**src/rtl/dmem_pkg.sv**
```systemverilog
// dmem_pkg: shared definitions for the data-memory bus adapter.
//   Size encodings, adapter state enum, default stall-LFSR seed and the
//   request legality helper used by the adapter.
package dmem_pkg;

   localparam logic [1:0] SIZE_B = 2'b00;
   localparam logic [1:0] SIZE_H = 2'b01;
   localparam logic [1:0] SIZE_W = 2'b10;

   localparam logic [15:0] DEFAULT_STALL_SEED = 16'hACE1;

   typedef enum logic [1:0] {
      IDLE = 2'd0,
      LOAD = 2'd1,
      RESP = 2'd2
   } state_e;

   // Illegal size, or half/word not naturally aligned.
   function automatic logic req_misaligned(input logic [1:0] size, input logic [1:0] addr_lo);
      logic bad;
      case (size)
         SIZE_B:  bad = 1'b0;
         SIZE_H:  bad = addr_lo[0];
         SIZE_W:  bad = |addr_lo;
         default: bad = 1'b1;
      endcase
      return bad;
   endfunction

endpackage

```
**src/rtl/dmem_load_align.sv**
```systemverilog
// dmem_load_align: extracts the addressed byte/half/word from a RAM word and
// sign- or zero-extends it to 32 bits.
//   i_word     RAM read word
//   i_lane     byte offset within the word (addr[1:0])
//   i_size     SIZE_B / SIZE_H / SIZE_W
//   i_unsigned 1 = zero-extend, 0 = sign-extend
//   o_data     aligned, extended load data (0 for illegal size)
module dmem_load_align
   import dmem_pkg::*;
(
   input  logic [31:0] i_word,
   input  logic [1:0]  i_lane,
   input  logic [1:0]  i_size,
   input  logic        i_unsigned,
   output logic [31:0] o_data
);

   logic [7:0]  w_byte;
   logic [15:0] w_half;

   // Lane selection
   always_comb begin
      w_byte = i_word[7:0];
      case (i_lane)
         2'd0:    w_byte = i_word[7:0];
         2'd1:    w_byte = i_word[15:8];
         2'd2:    w_byte = i_word[23:16];
         default: w_byte = i_word[31:24];
      endcase
      w_half = i_lane[1] ? i_word[31:16] : i_word[15:0];
   end

   // Extension
   always_comb begin
      o_data = 32'h0;
      case (i_size)
         SIZE_B:  o_data = {{24{~i_unsigned & w_byte[7]}}, w_byte};
         SIZE_H:  o_data = {{16{~i_unsigned & w_half[15]}}, w_half};
         SIZE_W:  o_data = i_word;
         default: o_data = 32'h0;
      endcase
   end

endmodule

```
**src/rtl/dmem_bus_adapter.sv**
```systemverilog
// dmem_bus_adapter: valid/ready load/store channel to byte-write RAM adapter.
//   Stores issue lane-replicated data with byte enables in the accept cycle;
//   loads account for the RAM's 1-cycle read latency and return aligned,
//   extended data. Misaligned / illegal-size requests answer with rsp_err.
// Ports:
//   clk, rst                        clock, async active-high reset
//   req_valid/req_ready             request handshake
//   req_we, req_addr, req_size,
//   req_unsigned, req_wdata         request payload
//   rsp_valid/rsp_ready             response handshake
//   rsp_rdata, rsp_err              response payload
//   ram_we, ram_addr, ram_di        RAM write enables, word address, data
//   ram_dout                        RAM read data (1-cycle latency)
// Build option: define DMEM_STALL_EN to inject pseudo-random req_ready stalls
//   from a 16-bit LFSR seeded with STALL_SEED.
module dmem_bus_adapter
   import dmem_pkg::*;
#(
   parameter int unsigned ADDR_WIDTH = 32,
   parameter logic [15:0] STALL_SEED = DEFAULT_STALL_SEED
)(
   input  logic                  clk,
   input  logic                  rst,
   input  logic                  req_valid,
   output logic                  req_ready,
   input  logic                  req_we,
   input  logic [ADDR_WIDTH-1:0] req_addr,
   input  logic [1:0]            req_size,
   input  logic                  req_unsigned,
   input  logic [31:0]           req_wdata,
   output logic                  rsp_valid,
   input  logic                  rsp_ready,
   output logic [31:0]           rsp_rdata,
   output logic                  rsp_err,
   output logic [3:0]            ram_we,
   output logic [ADDR_WIDTH-1:0] ram_addr,
   output logic [31:0]           ram_di,
   input  logic [31:0]           ram_dout
);

   localparam int unsigned WORD_AW = ADDR_WIDTH - 2;

   state_e               r_state;
   state_e               w_next;
   logic [WORD_AW-1:0]   r_word_addr;
   logic [1:0]           r_lane;
   logic [1:0]           r_size;
   logic                 r_unsigned;
   logic [31:0]          r_rdata;
   logic                 r_err;

   logic                 w_stall;
   logic                 w_err;
   logic                 w_accept;
   logic [3:0]           w_store_we;
   logic [31:0]          w_load_data;

`ifdef DMEM_STALL_EN
   localparam logic [15:0] LP_SEED = (STALL_SEED == 16'h0) ? DEFAULT_STALL_SEED : STALL_SEED;

   logic [15:0] r_lfsr;

   // Fibonacci LFSR, taps 16,14,13,11
   always_ff @(posedge clk or posedge rst) begin
      if (rst) r_lfsr <= LP_SEED;
      else     r_lfsr <= {r_lfsr[14:0], r_lfsr[15] ^ r_lfsr[13] ^ r_lfsr[12] ^ r_lfsr[10]};
   end

   assign w_stall = (r_lfsr[1:0] == 2'b00);
`else
   assign w_stall = 1'b0;
`endif

   assign w_err     = req_misaligned(req_size, req_addr[1:0]);
   assign req_ready = (r_state == IDLE) && !rst && !w_stall;
   assign w_accept  = req_valid && req_ready;

   // Store byte enables and lane-replicated write data
   always_comb begin
      w_store_we = 4'b0000;
      ram_di     = req_wdata;
      case (req_size)
         SIZE_B: begin
            w_store_we = 4'(4'b0001 << req_addr[1:0]);
            ram_di     = {4{req_wdata[7:0]}};
         end
         SIZE_H: begin
            w_store_we = req_addr[1] ? 4'b1100 : 4'b0011;
            ram_di     = {2{req_wdata[15:0]}};
         end
         SIZE_W: begin
            w_store_we = 4'b1111;
            ram_di     = req_wdata;
         end
         default: w_store_we = 4'b0000;
      endcase
   end

   // Only a legal store in its accept cycle writes the RAM
   assign ram_we   = (w_accept && req_we && !w_err) ? w_store_we : 4'b0000;
   // IDLE presents the live address so the RAM samples it at the accept edge
   assign ram_addr = (r_state == IDLE) ? {req_addr[ADDR_WIDTH-1:2], 2'b00}
                                       : {r_word_addr, 2'b00};

   assign rsp_valid = (r_state == RESP);
   assign rsp_rdata = r_rdata;
   assign rsp_err   = r_err;

   // State register
   always_ff @(posedge clk or posedge rst) begin
      if (rst) r_state <= IDLE;
      else     r_state <= w_next;
   end

   // Next-state logic
   always_comb begin
      w_next = r_state;
      case (r_state)
         IDLE: begin
            if (w_accept) w_next = (w_err || req_we) ? RESP : LOAD;
         end
         LOAD:    w_next = RESP;
         RESP: begin
            if (rsp_ready) w_next = IDLE;
         end
         default: w_next = IDLE;
      endcase
   end

   dmem_load_align u_align (
      .i_word     (ram_dout),
      .i_lane     (r_lane),
      .i_size     (r_size),
      .i_unsigned (r_unsigned),
      .o_data     (w_load_data)
   );

   // Request capture and response data
   always_ff @(posedge clk or posedge rst) begin
      if (rst) begin
         r_word_addr <= '0;
         r_lane      <= 2'b00;
         r_size      <= SIZE_B;
         r_unsigned  <= 1'b0;
         r_rdata     <= 32'h0;
         r_err       <= 1'b0;
      end else begin
         if (w_accept) begin
            r_word_addr <= req_addr[ADDR_WIDTH-1:2];
            r_lane      <= req_addr[1:0];
            r_size      <= req_size;
            r_unsigned  <= req_unsigned;
            r_rdata     <= 32'h0;
            r_err       <= w_err;
         end
         if (r_state == LOAD) r_rdata <= w_load_data;
      end
   end

endmodule
```
**config.mk**
```make
export PLATFORM = sky130hd
export DESIGN_NAME = dmem_bus_adapter
export DESIGN_NICKNAME = d
export VERILOG_FILES = /design/src/rtl/dmem_pkg.sv /design/src/rtl/dmem_load_align.sv /design/src/rtl/dmem_bus_adapter.sv
export SDC_FILE = /design/constraint.sdc
export NUM_CORES = 1
export LEC_CHECK = 0
export CAP_MARGIN = 10
export CORE_MARGIN = 4
export CORE_UTILIZATION = 55
export CTS_CLUSTER_DIAMETER = 200
export DETAILED_ROUTE_END_ITERATION = 7
export DONT_BUFFER_PORTS = 1
export PLACE_DENSITY = 0.7
export SETUP_SLACK_MARGIN = 0.2
export SYNTH_ARGS = -nofsm -noshare
export SYNTH_HDL_FRONTEND = slang
export SYNTH_SLANG_ARGS = --single-unit
```
**constraint.sdc**
```tcl
create_clock -name clk -period 4.23 [get_ports clk]
set_input_delay 0.6345 -clock clk [delete_from_list [all_inputs] [get_ports clk]]
set_output_delay 0.6345 -clock clk [all_outputs]
set_load 0.01 [all_outputs]
```
==> results of run 1 <==
flip-flops by register name (all words and copies together), names as in the netlist:
signal and count:
rsp_rdata 32, r_word_addr 30, r_lane 2, r_size 2, r_state 2, r_unsigned 1
rsp_err 1
Yosys cell counts, drive strengths merged, types with 4 or more instances:
master and number:
nand2 35, nand2b 4, o21ai 13, buf 23
nor2 8, nor2b 5, dfrtp 70, mux4 5
a222oi 8, clkbuf 13, nor3 6, a21oi 5
a221o 17, mux2 81, mux2i 13
area by class of cell:
class	count	area [sq um]
fill	569	2800
multi-input combinational	229	2010
sequential	70	1750
clock buffer	9	124
tap	96	120
clock inverter	7	48.8
timing repair buffer	5	37.5
inverter	3	11.3
how the worst max path moves through the flow:
stage,depth (start not counted),endpoint,slack [ps],start
after floorplan,1,r_lane[0]$_DFFE_PP0P_,1830,rst
after global placement,3,ram_we[1],1930,req_size[1]
after detailed placement,3,ram_we[1],1890,req_size[1]
after CTS,4,ram_we[0],1550,r_state[0]$_DFFE_PP0P_
after global routing,4,ram_we[0],1420,r_state[0]$_DFFE_PP0P_
final,4,ram_we[0],1590,r_state[0]$_DFFE_PP0P_
critical path: stages, from the launching register on:
cell and delay, ps:
sky130_fd_sc_hd__dfrtp_1 450, sky130_fd_sc_hd__nor2_2 410, sky130_fd_sc_hd__and2_2 250, sky130_fd_sc_hd__nand2_1 120, sky130_fd_sc_hd__a2111oi_2 440
logic make-up (layout without fill, tap and decap cells):
| group | Yosys count | in the layout |
|---|---|---|
| other | 1 | 2 |
| xor gates and xnor gates | 2 | 2 |
| buffers and inverters | 39 | 24 |
| and+or+nand+nor | 69 | 69 |
| AOI/OAI and AO/OA | 57 | 57 |
| muxes | 99 | 99 |
| DFF | 70 | 70 |
placed cells by master (no fill, tap or decap), types with 6 or more instances in the layout:
master,netlist,layout
sky130_fd_sc_hd__mux2_2,81,81
sky130_fd_sc_hd__dfrtp_1,70,70
sky130_fd_sc_hd__nand2_1,35,35
sky130_fd_sc_hd__o21ai_0,13,13
sky130_fd_sc_hd__mux2i_1,13,13
sky130_fd_sc_hd__a221o_2,12,12
sky130_fd_sc_hd__clkbuf_8,0,9
sky130_fd_sc_hd__a222oi_1,8,8
sky130_fd_sc_hd__nor3_1,6,6
power breakdown:
group / internal [mW] / leakage [nW] / switching, mW
Sequential: 0.796 / 0.891 / 0.130
Combinational: 0.241 / 0.771 / 0.203
Clock: 0.215 / 0.0898 / 0.265
routing by layer:
metal  up-vias  share of wire, %
li1       1214                 -
met1      1416                35
met2       158                54
met3        10                11
met4         0              0.93
met5         -                 0
through the flow:
stage	utilization, %	cell area (sq um)	total power [mW]	setup WS [ps]
final	59.4	4110	1.85	1590
after global routing	59.4	4110	1.94	1420
after CTS	59.4	4110	1.87	1550
after detailed placement	56.9	3930	1.39	1890
after global placement	56.9	3930	1.37	1930
after floorplan	-	3970	1.32	1830
==> results.rst, run 1 <==
.. list-table::
   :header-rows: 1

   * - Metric
     - Value
   * - Number of synthesized flops with an enable pin
     - 0
   * - Area share of and/or/nand/nor cells after synthesis
     - 8.62%
   * - Reg-to-reg startpoint
     - r_lane[1]$_DFFE_PP0P_
   * - Sink Count
     - 70
   * - Final hold violation count
     - 0
   * - Largest net degree at the start of global routing
     - 40
   * - Number of primary I/O pins
     - ~210
   * - Main combinational cell family by area after synthesis
     - multiplexers
   * - Largest clock skew in the final design
     - about 11 ps
   * - Count of mapped cells out of synthesis
     - roughly 340
   * - H-tree depth
     - 3
   * - Die Footprint
     - about 8600 sq um
   * - Layout cell share with drive strength beyond 1
     - ~40%
   * - Placeable Area
     - between 6000 and 7000 sq um
   * - Antenna diodes
     - 0
   * - Drt wl/cell
     - around 24 um
   * - Global routing met2 resource utilization
     - 40.4%
   * - Non-filler instance count after layout
     - between 400 and 500
   * - Setup TNS Final
     - 0 ps
   * - VDD IR-drop max
     - between 0.2 and 0.25 mV
   * - Number of global-route vias before repair
     - approximately 2.9k
   * - Post-synthesis cell type with the largest combined area
     - sky130_fd_sc_hd__dfrtp_1
   * - Post-layout nets
     - between 400 and 500
   * - Maximum number of buffers from clock root to sink
     - 2
   * - Result of the run
     - finished clean
   * - Total leakage power
     - about 1.8 nW
   * - Starting density of the core
     - between 50 and 60%
   * - Fraction of post-synthesis cell area in the top cell type by area
     - ~44%
   * - Clock Tree Root
     - sky130_fd_sc_hd__clkbuf_8
   * - Overall overflow remaining after global route
     - 0
   * - Number of input and output port buffers inserted
     - 0
   * - Total of hold buffers inserted after clock tree synthesis
     - 0
   * - Number of maximum-capacitance violations
     - 0
   * - Met3 Use GR
     - under 10%
   * - Parity-gate share of the synthesized area counting xor and xnor cells
     - less than 1%
   * - Number of DRC violations after detailed-routing iteration 0
     - about 150
   * - Final hold slack
     - 303 ps
   * - Final number of setup-violating endpoints
     - 0
   * - Global Route met1 Usage
     - 25.9%
   * - Die height
     - roughly 93 um
   * - Critical-path maximum fanout
     - 10
   * - Layout overhead on the synthesized area
     - 3.57%
   * - Synth Area in Compound Gates
     - 12.2%
   * - Dpl hpwl
     - around 7400 um
   * - Tightest Hold Check Type
     - primary input to asynchronous set/reset pin
   * - DRC violation count after routing
     - 0
   * - Die width
     - between 90 and 100 um
   * - Number of gates resized after cts
     - 0
   * - Buffers inserted by post-CTS timing repair
     - 0
   * - Maximum clock frequency
     - about 0.38 GHz
   * - Unrepaired setup endpoints after global routing
     - no
   * - Vias post-DR
     - roughly 2.8k
   * - Setup slack of the most critical reg-to-reg path
     - just over 2000 ps
   * - Worst setup SP type
     - register
   * - Relative slew slack
     - 39.2%
   * - #FFs+latches synth
     - 70
   * - TritonCTS clock tree
     - yes
   * - Total power density per cell area
     - approximately 450 nW/um^2
   * - All-Layer GR Usage
     - 22.7%
   * - Synthesized area per cell
     - roughly 12 sq um
   * - Last weighted congestion value of the routability-driven placer
     - 0.749
   * - Final wirelength
     - about 9900 um
   * - Fraction of the cycle the final worst path needs
     - about 62%
   * - Post-synthesis instance area
     - 3960 sq um
   * - Data arrival time of the critical path
     - 2010 ps
   * - Required @ worst endpoint
     - about 3600 ps
   * - First-pass GRT wire length
     - about 15000 um
   * - Pre-Repair DR Iteration Count
     - 4
   * - Synth area leaders
     - sky130_fd_sc_hd__dfrtp_1 (44%), sky130_fd_sc_hd__mux2_2 (23%), sky130_fd_sc_hd__a221o_2 (3.4%), sky130_fd_sc_hd__nand2_1 (3.3%), sky130_fd_sc_hd__mux2i_1 (3.3%)
   * - Number of pins exceeding their max-slew limit in the final report
     - 0
   * - Site Rows
     - 30
   * - GRT Max-Usage Layer
     - met2
   * - Synth warnings
     - 0
   * - Vias per cell
     - 6.68
   * - Number of clock buffers inserted by TritonCTS
     - 9
   * - Antenna violations before repair
     - 0
   * - Clock insertion delay at the later pin of the skew report
     - 340 ps
   * - Adder and majority cell fraction of the synthesized area
     - 0%
   * - Min Clock Period, post-route
     - between 2000 and 3000 ps
   * - Capturing point of the worst reg2reg path
     - rsp_rdata[20]$_DFFE_PP0P_
   * - Tightest Pin Transition
     - just over 900 ps
   * - R2R depth
     - 4
   * - Share of async-settable or async-resettable flops after synthesis
     - 100%
   * - Portion of the post-synthesis area used by sequential elements
     - 44.2%
   * - Proportion of synthesized area in mux cells
     - roughly 29%
   * - Type of the worst setup path
     - register to primary output
   * - Kind of capture point of the worst setup path
     - primary output
   * - Post-synth cell types
     - 43
   * - Cell Count Post-Placement
     - a little over 400
   * - Final antenna-violating net count
     - 0
   * - Clock transition at the registers of the reported paths
     - 80 ps
   * - Dominant register cell in the synthesized netlist
     - sky130_fd_sc_hd__dfrtp_1
No activity file was read; power rests on OpenSTA's default activity.
==> run 2: changes to the inputs <==
Clock period 4.23 ns to 2.65 ns, I/O delays scaled along.
==> run 2 against run 1 <==
Compared with the run above:
- sequential share of layout area shrank 0.67 points
- cell count is 1.7% higher
- clock power is 55% higher
- total power rose by 59%
- sequential power rose by 57%
- worst setup slack got worse by 1000 ps
- via count fell by 2.0%
- wire length rose by 0.51%
==> results.rst, run 2 (synthesis results as in run 1) <==
.. list-table::
   :header-rows: 1

   * - Metric
     - Value
   * - Antenna diodes
     - 0 (unchanged)
   * - Combinational fraction of design power
     - 25.1% (+1.1 points)
   * - Number of global-route vias before repair
     - 2858 (-0.42%)
   * - Share of power burned in the clock network
     - 25.4% (-0.5 points)
   * - Buffers inserted by post-CTS timing repair
     - 0 (unchanged)
   * - Final hold violation count
     - 0 (unchanged)
   * - Area of the multi-input gates
     - 2010 sq um (unchanged)
   * - Reg-to-reg startpoint
     - r_lane[1]$_DFFE_PP0P_
   * - Number of gates resized after cts
     - 0 (unchanged)
   * - Total of hold buffers inserted after clock tree synthesis
     - 1 (+1)
   * - All-Layer GR Usage
     - 22.5% (-0.22 points)
   * - Worst setup SP type
     - register
   * - Antenna violations before repair
     - 0 (unchanged)
   * - TritonCTS clock tree
     - yes
   * - Placeable Area
     - 6910 sq um (unchanged)
   * - Number of clock buffers inserted by TritonCTS
     - 9 (unchanged)
   * - First-pass GRT wire length
     - 15000 um (-1.4%)
   * - Largest clock skew in the final design
     - 7.00 ps (-3.93 ps)
   * - Starting density of the core
     - 57.4% (unchanged)
   * - Overall overflow remaining after global route
     - 0 (unchanged)
   * - Cells on Worst Hold Path
     - 1
   * - H-tree depth
     - 3 (unchanged)
   * - Int Pwr
     - 2.00 mW (+60%)
   * - Drt wl/cell
     - 23.3 um (-1.1%)
   * - Net Sw Frac
     - 32.0% (-0.34 points)
   * - Layout cell share with drive strength beyond 1
     - 40.9% (+0.97 points)
   * - Unrepaired setup endpoints after global routing
     - no
   * - Dpl hpwl
     - 7430 um (-0.11%)
   * - Min Clock Period, post-route
     - about 2100 ps
   * - Vias per cell
     - 6.43 (-3.6%)
   * - Post-layout nets
     - 430 (+1.9%)
   * - Power after layout
     - 2.94 mW (+59%)
   * - Worst path bufs/invs
     - 1 (+1)
   * - Fill count
     - 554 (-2.6%)
   * - Worst-path cell with the longest stage delay
     - sky130_fd_sc_hd__dfrtp_1
   * - Critical path depth
     - 3 (-1)
   * - Final number of setup-violating endpoints
     - 0 (unchanged)
   * - Area of all sequential standard cells
     - 1750 sq um (unchanged)
   * - Pre-Repair DR Iteration Count
     - 5 (+1)
   * - Data arrival time of the critical path
     - 1700 ps (-310 ps)
   * - Setup TNS Final
     - 0 ps (unchanged)
   * - Type of the worst setup path
     - register to primary output
   * - Result of the run
     - finished clean
   * - Die Footprint
     - 8630 sq um (unchanged)
   * - Hold Crit Start
     - req_we
   * - Number of pins exceeding their max-slew limit in the final report
     - 0 (unchanged)
   * - VDD IR-drop max
     - 0.364 mV (+59%)
   * - Largest register FFs
     - 32 (unchanged)
   * - Kind of capture point of the worst setup path
     - primary output
   * - Site Rows
     - 30 (unchanged)
   * - Maximum number of buffers from clock root to sink
     - 2 (unchanged)
   * - Series of cell instances along the critical path
     - nor2_2 -> buf_4 -> mux2_2
   * - Required @ worst endpoint
     - 2250 ps (-1350 ps)
   * - Clock transition at the registers of the reported paths
     - 70 ps (about the same)
   * - Setup slack of the most critical reg-to-reg path
     - 720 ps (-1320 ps)
   * - Part of the total power dissipated in sequential elements
     - 49.6% (-0.5 points)
   * - Destination of the worst hold path
     - r_state[0]$_DFFE_PP0P_
   * - Total power density per cell area
     - 705 nW/um^2 (+56%)
   * - Critical-path maximum fanout
     - 30 (+20)
   * - Fraction of the cycle the final worst path needs
     - approximately four fifths
   * - Top Family by Delay on Critical Path
     - flip-flops
   * - Total leakage power
     - 1.79 nW (+2.1%)
   * - Vias post-DR
     - 2741 (-2.0%)
   * - Capturing point of the worst reg2reg path
     - rsp_rdata[15]$_DFFE_PP0P_
   * - Number of DRC violations after detailed-routing iteration 0
     - 154 (+4.8%)
   * - R2R depth
     - 5 (+1)
   * - Psw
     - 0.940 mW (+57%)
   * - Number of maximum-capacitance violations
     - 0 (unchanged)
   * - Clock insertion delay at the later pin of the skew report
     - 340 ps (about the same)
   * - Final wirelength
     - 9930 um (+0.51%)
   * - Clock Tree Root
     - sky130_fd_sc_hd__clkbuf_8
   * - Die width
     - 92.9 um (unchanged)
   * - Sink Count
     - 70 (unchanged)
   * - Number of primary I/O pins
     - 207 (unchanged)
   * - Last weighted congestion value of the routability-driven placer
     - 0.829 (+11%)
   * - Tightest Hold Check Type
     - primary input to register
   * - Commonest cells after routing, fill and taps aside
     - sky130_fd_sc_hd__mux2_2 (81), sky130_fd_sc_hd__dfrtp_1 (70), sky130_fd_sc_hd__nand2_1 (35)
   * - Commonest non-fill, non-tap cell in the layout
     - sky130_fd_sc_hd__mux2_2
   * - Number of input and output port buffers inserted
     - 0 (unchanged)
   * - Maximum clock frequency
     - 0.477 GHz
   * - DRC violation count after routing
     - 0 (unchanged)
   * - Largest net degree at the start of global routing
     - 51 (+28%)
   * - Die height
     - 92.9 um (unchanged)
   * - Final antenna-violating net count
     - 0 (unchanged)
   * - Largest stage delay on the critical path
     - 440 ps (about the same)
   * - Layout overhead on the synthesized area
     - 5.21%
==> run 2: changes by cell type in the layout (fill, tap and decap cells not counted), sizes merged <==
| cell | before | now |
|---|---|---|
| clkinv | 4 | 3 |
| inv | 5 | 4 |
| dlygate4sd3 | 0 | 1 |
| clkinvlp | 1 | 2 |
| buf | 5 | 12 |
==> run 2: area by class of cell <==
type | instances | area share (%)
multi-input combinational | 229 | 48.2
sequential | 70 | 42.0
clock buffer | 9 | 2.97
tap | 96 | 2.88
timing repair buffer | 13 | 2.70
clock inverter | 6 | 0.930
inverter | 3 | 0.270
==> run 2: power groups by stage <==
stage               Clock [mW]  Combinational (mW)  Sequential, mW
floorplan                    0               0.705            1.41
global placement             0               0.723            1.47
detailed placement           0               0.743            1.48
CTS                      0.761               0.745            1.46
global route             0.803               0.798            1.49
finish                   0.746               0.736            1.46
==> run 2: how the worst max path moves through the flow <==
stage | start | end | slack (ps)
6_report | r_state[1]$_DFFE_PP0P_ | ram_addr[22] | 550
5_1_grt | r_state[0]$_DFFE_PP0P_ | ram_we[0] | 480
4_1_cts | r_state[1]$_DFFE_PP0P_ | ram_addr[17] | 530
3_5_place_dp | r_lane[1]$_DFFE_PP0P_ | rsp_rdata[15]$_DFFE_PP0P_ | 740
3_3_place_gp | r_lane[1]$_DFFE_PP0P_ | rsp_rdata[12]$_DFFE_PP0P_ | 820
2_1_floorplan | rst | r_lane[0]$_DFFE_PP0P_ | 480
==> run 2: metrics by stage <==
stage / cells / hold WS (ps) / setup slack (ps) / area, sq um / util, %
after floorplan: 338 / 468 / 484 / 3970 / -
after global placement: 410 / 319 / 816 / 4000 / 57.9
after detailed placement: 410 / 325 / 743 / 4000 / 57.9
after CTS: 426 / 108 / 526 / 4170 / 60.4
after global routing: 426 / 111 / 476 / 4170 / 60.4
final: 426 / 123 / 553 / 4170 / 60.4
==> run 2: routing by layer <==
metal	vias to the layer above	part of all wire [%]	global-route usage, %
li1	1223	-	-
met1	1348	36	25.4
met2	155	51	38.8
met3	15	11	7.72
met4	0	1.9	9.28
met5	-	0	0
==> run 3: changes to the inputs <==
Clock period 2.65 ns to 2.15 ns, I/O delays scaled along.
==> run 3 against run 2 <==
Compared with the run above:
- cell count up 1.6%
- global-route usage up 1.2 points
- design area up 2.6%
- via count up 2.8%
- non-clock buffer count up 7
- worst setup slack worse by 280 ps
- worst hold slack worse by 76 ps
- core utilization up 1.5 points
- critical path depth unchanged
- die area unchanged
- clock power up 34%
- register-to-register slack worse by 430 ps
- critical path type unchanged
==> results.rst, run 3 (synthesis results as in run 1) <==
.. list-table::
   :header-rows: 1

   * - Metric
     - Value
   * - Last weighted congestion value of the routability-driven placer
     - 0.850 (+2.5%)
   * - Post-layout nets
     - 437 (+1.6%)
   * - All-Layer GR Usage
     - 23.7% (+1.2 points)
   * - Int Pwr
     - 2.61 mW (+30%)
   * - Total power density per cell area
     - 876 nW/um^2 (+24%)
   * - Starting density of the core
     - 57.4% (unchanged)
   * - Vias post-DR
     - 2817 (+2.8%)
   * - Kind of capture point of the worst setup path
     - primary output
   * - Layout cell share with drive strength beyond 1
     - 42.4% (+1.5 points)
   * - Worst setup SP type
     - register
   * - Final wirelength
     - 10200 um (+2.8%)
   * - Sink Count
     - 70 (unchanged)
   * - Number of input and output port buffers inserted
     - 0 (unchanged)
   * - Required @ worst endpoint
     - 1830 ps (-420 ps)
   * - Setup TNS Final
     - 0 ps (unchanged)
   * - Number of DRC violations after detailed-routing iteration 0
     - 244 (+58%)
   * - Relative slew slack
     - 58.3%
   * - Number of primary I/O pins
     - 207 (unchanged)
   * - Site Rows
     - 30 (unchanged)
   * - Result of the run
     - finished clean
   * - Type of the worst setup path
     - register to primary output
   * - Overall overflow remaining after global route
     - 0 (unchanged)
   * - Commonest non-fill, non-tap cell in the layout
     - sky130_fd_sc_hd__mux2_2
   * - Clock transition at the registers of the reported paths
     - 70 ps (about the same)
   * - Number of pins exceeding their max-slew limit in the final report
     - 0 (unchanged)
   * - Vias per cell
     - 6.51 (+1.1%)
   * - Largest clock skew in the final design
     - 9.83 ps (+2.83 ps)
   * - Drt wl/cell
     - 23.6 um (+1.1%)
   * - Maximum clock frequency
     - around 0.53 GHz
   * - Layout overhead on the synthesized area
     - 7.89%
   * - H-tree depth
     - 3 (unchanged)
   * - Number of maximum-capacitance violations
     - 0 (unchanged)
   * - Power after layout
     - 3.75 mW (+28%)
   * - Final antenna-violating net count
     - 0 (unchanged)
   * - Clock insertion delay at the later pin of the skew report
     - 340 ps (about the same)
   * - Total leakage power
     - 1.84 nW (+2.8%)
   * - Number of global-route vias before repair
     - 2941 (+2.9%)
   * - Tightest Hold Check Type
     - primary input to register
   * - Largest register FFs
     - 32 (unchanged)
   * - Fraction of the cycle the final worst path needs
     - about 87%
   * - Dpl hpwl
     - 7760 um (+4.5%)
   * - Psw
     - 1.14 mW (+22%)
   * - Net Sw Frac
     - 30.5% (-1.5 points)
   * - Place WS
     - 303 ps (-440 ps)
   * - Largest net degree at the start of global routing
     - 33 (-35%)
   * - Pre-Repair DR Iteration Count
     - 4 (-1)
   * - Number of clock buffers inserted by TritonCTS
     - 9 (unchanged)
   * - Combinational fraction of design power
     - 25.7% (+0.6 points)
   * - DRC violation count after routing
     - 0 (unchanged)
   * - Maximum number of buffers from clock root to sink
     - 2 (unchanged)
   * - Critical-path maximum fanout
     - 30 (unchanged)
   * - Die Footprint
     - 8630 sq um (unchanged)
   * - Clock Tree Root
     - sky130_fd_sc_hd__clkbuf_8
   * - Die width
     - 92.9 um (unchanged)
   * - Tightest Pin Transition
     - approximately 620 ps
   * - Part of the total power dissipated in sequential elements
     - 47.5% (-2.1 points)
   * - Fill count
     - 567 (+2.3%)
   * - Cell Count Post-Placement
     - 414 (+0.98%)
   * - Final design utilization
     - 61.9% (+1.5 points)
   * - Final setup slack of the worst path
     - 270 ps (-283 ps)
   * - Min Clock Period, post-route
     - 1880 ps
   * - Final number of setup-violating endpoints
     - 0 (unchanged)
   * - Die height
     - 92.9 um (unchanged)
   * - VDD IR-drop max
     - 0.453 mV (+25%)
   * - Commonest cells after routing, fill and taps aside
     - sky130_fd_sc_hd__mux2_2 (81), sky130_fd_sc_hd__dfrtp_1 (69), sky130_fd_sc_hd__nand2_1 (34)
   * - Share of power burned in the clock network
     - 26.8% (+1.4 points)
   * - Placeable Area
     - 6910 sq um (unchanged)
   * - Non-filler instance count after layout
     - 433 (+1.6%)
   * - Final hold violation count
     - 0 (unchanged)
   * - Unrepaired setup endpoints after global routing
     - yes
   * - Antenna diodes
     - 0 (unchanged)
   * - First-pass GRT wire length
     - 15900 um (+5.6%)
   * - Data arrival time of the critical path
     - 1560 ps (-140 ps)
   * - Antenna violations before repair
     - 0 (unchanged)
   * - TritonCTS clock tree
     - yes
[run 3: power by group through the flow]
stage / clock (mW) / sequential [mW] / combinational, mW
after CTS: 1.03 / 1.78 / 0.965
final: 1.00 / 1.78 / 0.963
after floorplan: 0 / 1.73 / 0.869
after global placement: 0 / 1.79 / 0.921
after global routing: 1.08 / 1.81 / 1.05
after detailed placement: 0 / 1.81 / 0.946
[run 3: layer usage]
layer / track usage (%) / vias up / wire, um
met4: 7.57 / 0 / 121
met1: 28.1 / 1400 / 3670
met2: 40.4 / 157 / 5390
met3: 7.88 / 13 / 1020
met5: 0 / - / 0
li1: - / 1247 / -
[run 3: per-stage QoR]
| stage | instance area [sq um] | hold WS [ps] |
|---|---|---|
| 2_1_floorplan | 3970 | 393 |
| 3_3_place_gp | 4020 | 312 |
| 3_5_place_dp | 4020 | 303 |
| 4_1_cts | 4250 | 32.0 |
| 5_1_grt | 4280 | 23.9 |
| 6_report | 4280 | 46.8 |
[run 3: path summary, 6_finish.rpt]
check	start	endpoint	slack, ps	depth (start not counted)
worst max-delay path	r_state[1]$_DFFE_PP0P_	ram_addr[10]	270	3
worst min-delay path	req_we	r_state[0]$_DFFE_PP0P_	50	1
worst max register to register	r_state[1]$_DFFE_PP0P_	rsp_rdata[8]$_DFFE_PP0P_	290	7
worst min register to register	r_word_addr[12]$_DFFE_PP0P_	r_word_addr[12]$_DFFE_PP0P_	510	1
max in group asynchronous	rst	r_word_addr[0]$_DFFE_PP0P_	940	3
min in group asynchronous	rst	rsp_rdata[9]$_DFFE_PP0P_	550	2
[run 3: worst max-delay path, stage by stage, from the launching register on]
cell and delay [ps]:
sky130_fd_sc_hd__dfrtp_1 410, sky130_fd_sc_hd__nor2_4 140, sky130_fd_sc_hd__buf_8 240, sky130_fd_sc_hd__mux2_2 410
[run 3: layout make-up]
cell class                 count  area, sq um  share of cell area (%)
sequential                    70         1750                    41.0
multi-input combinational    229         2050                    47.9
timing repair buffer          20          160                    3.74
clock buffer                  11          131                    3.07
inverter                       3         15.0                   0.351
clock inverter                 4         48.8                    1.14
tap                           96          120                    2.81
[run 3: repair_timing]
action	CTS	global route
setup buffers	3	0
pin swaps	1	2
gates resized for setup	5	5
endpoints found under the hold margin	27	0
setup endpoints to repair	33	50
hold buffers	1	0
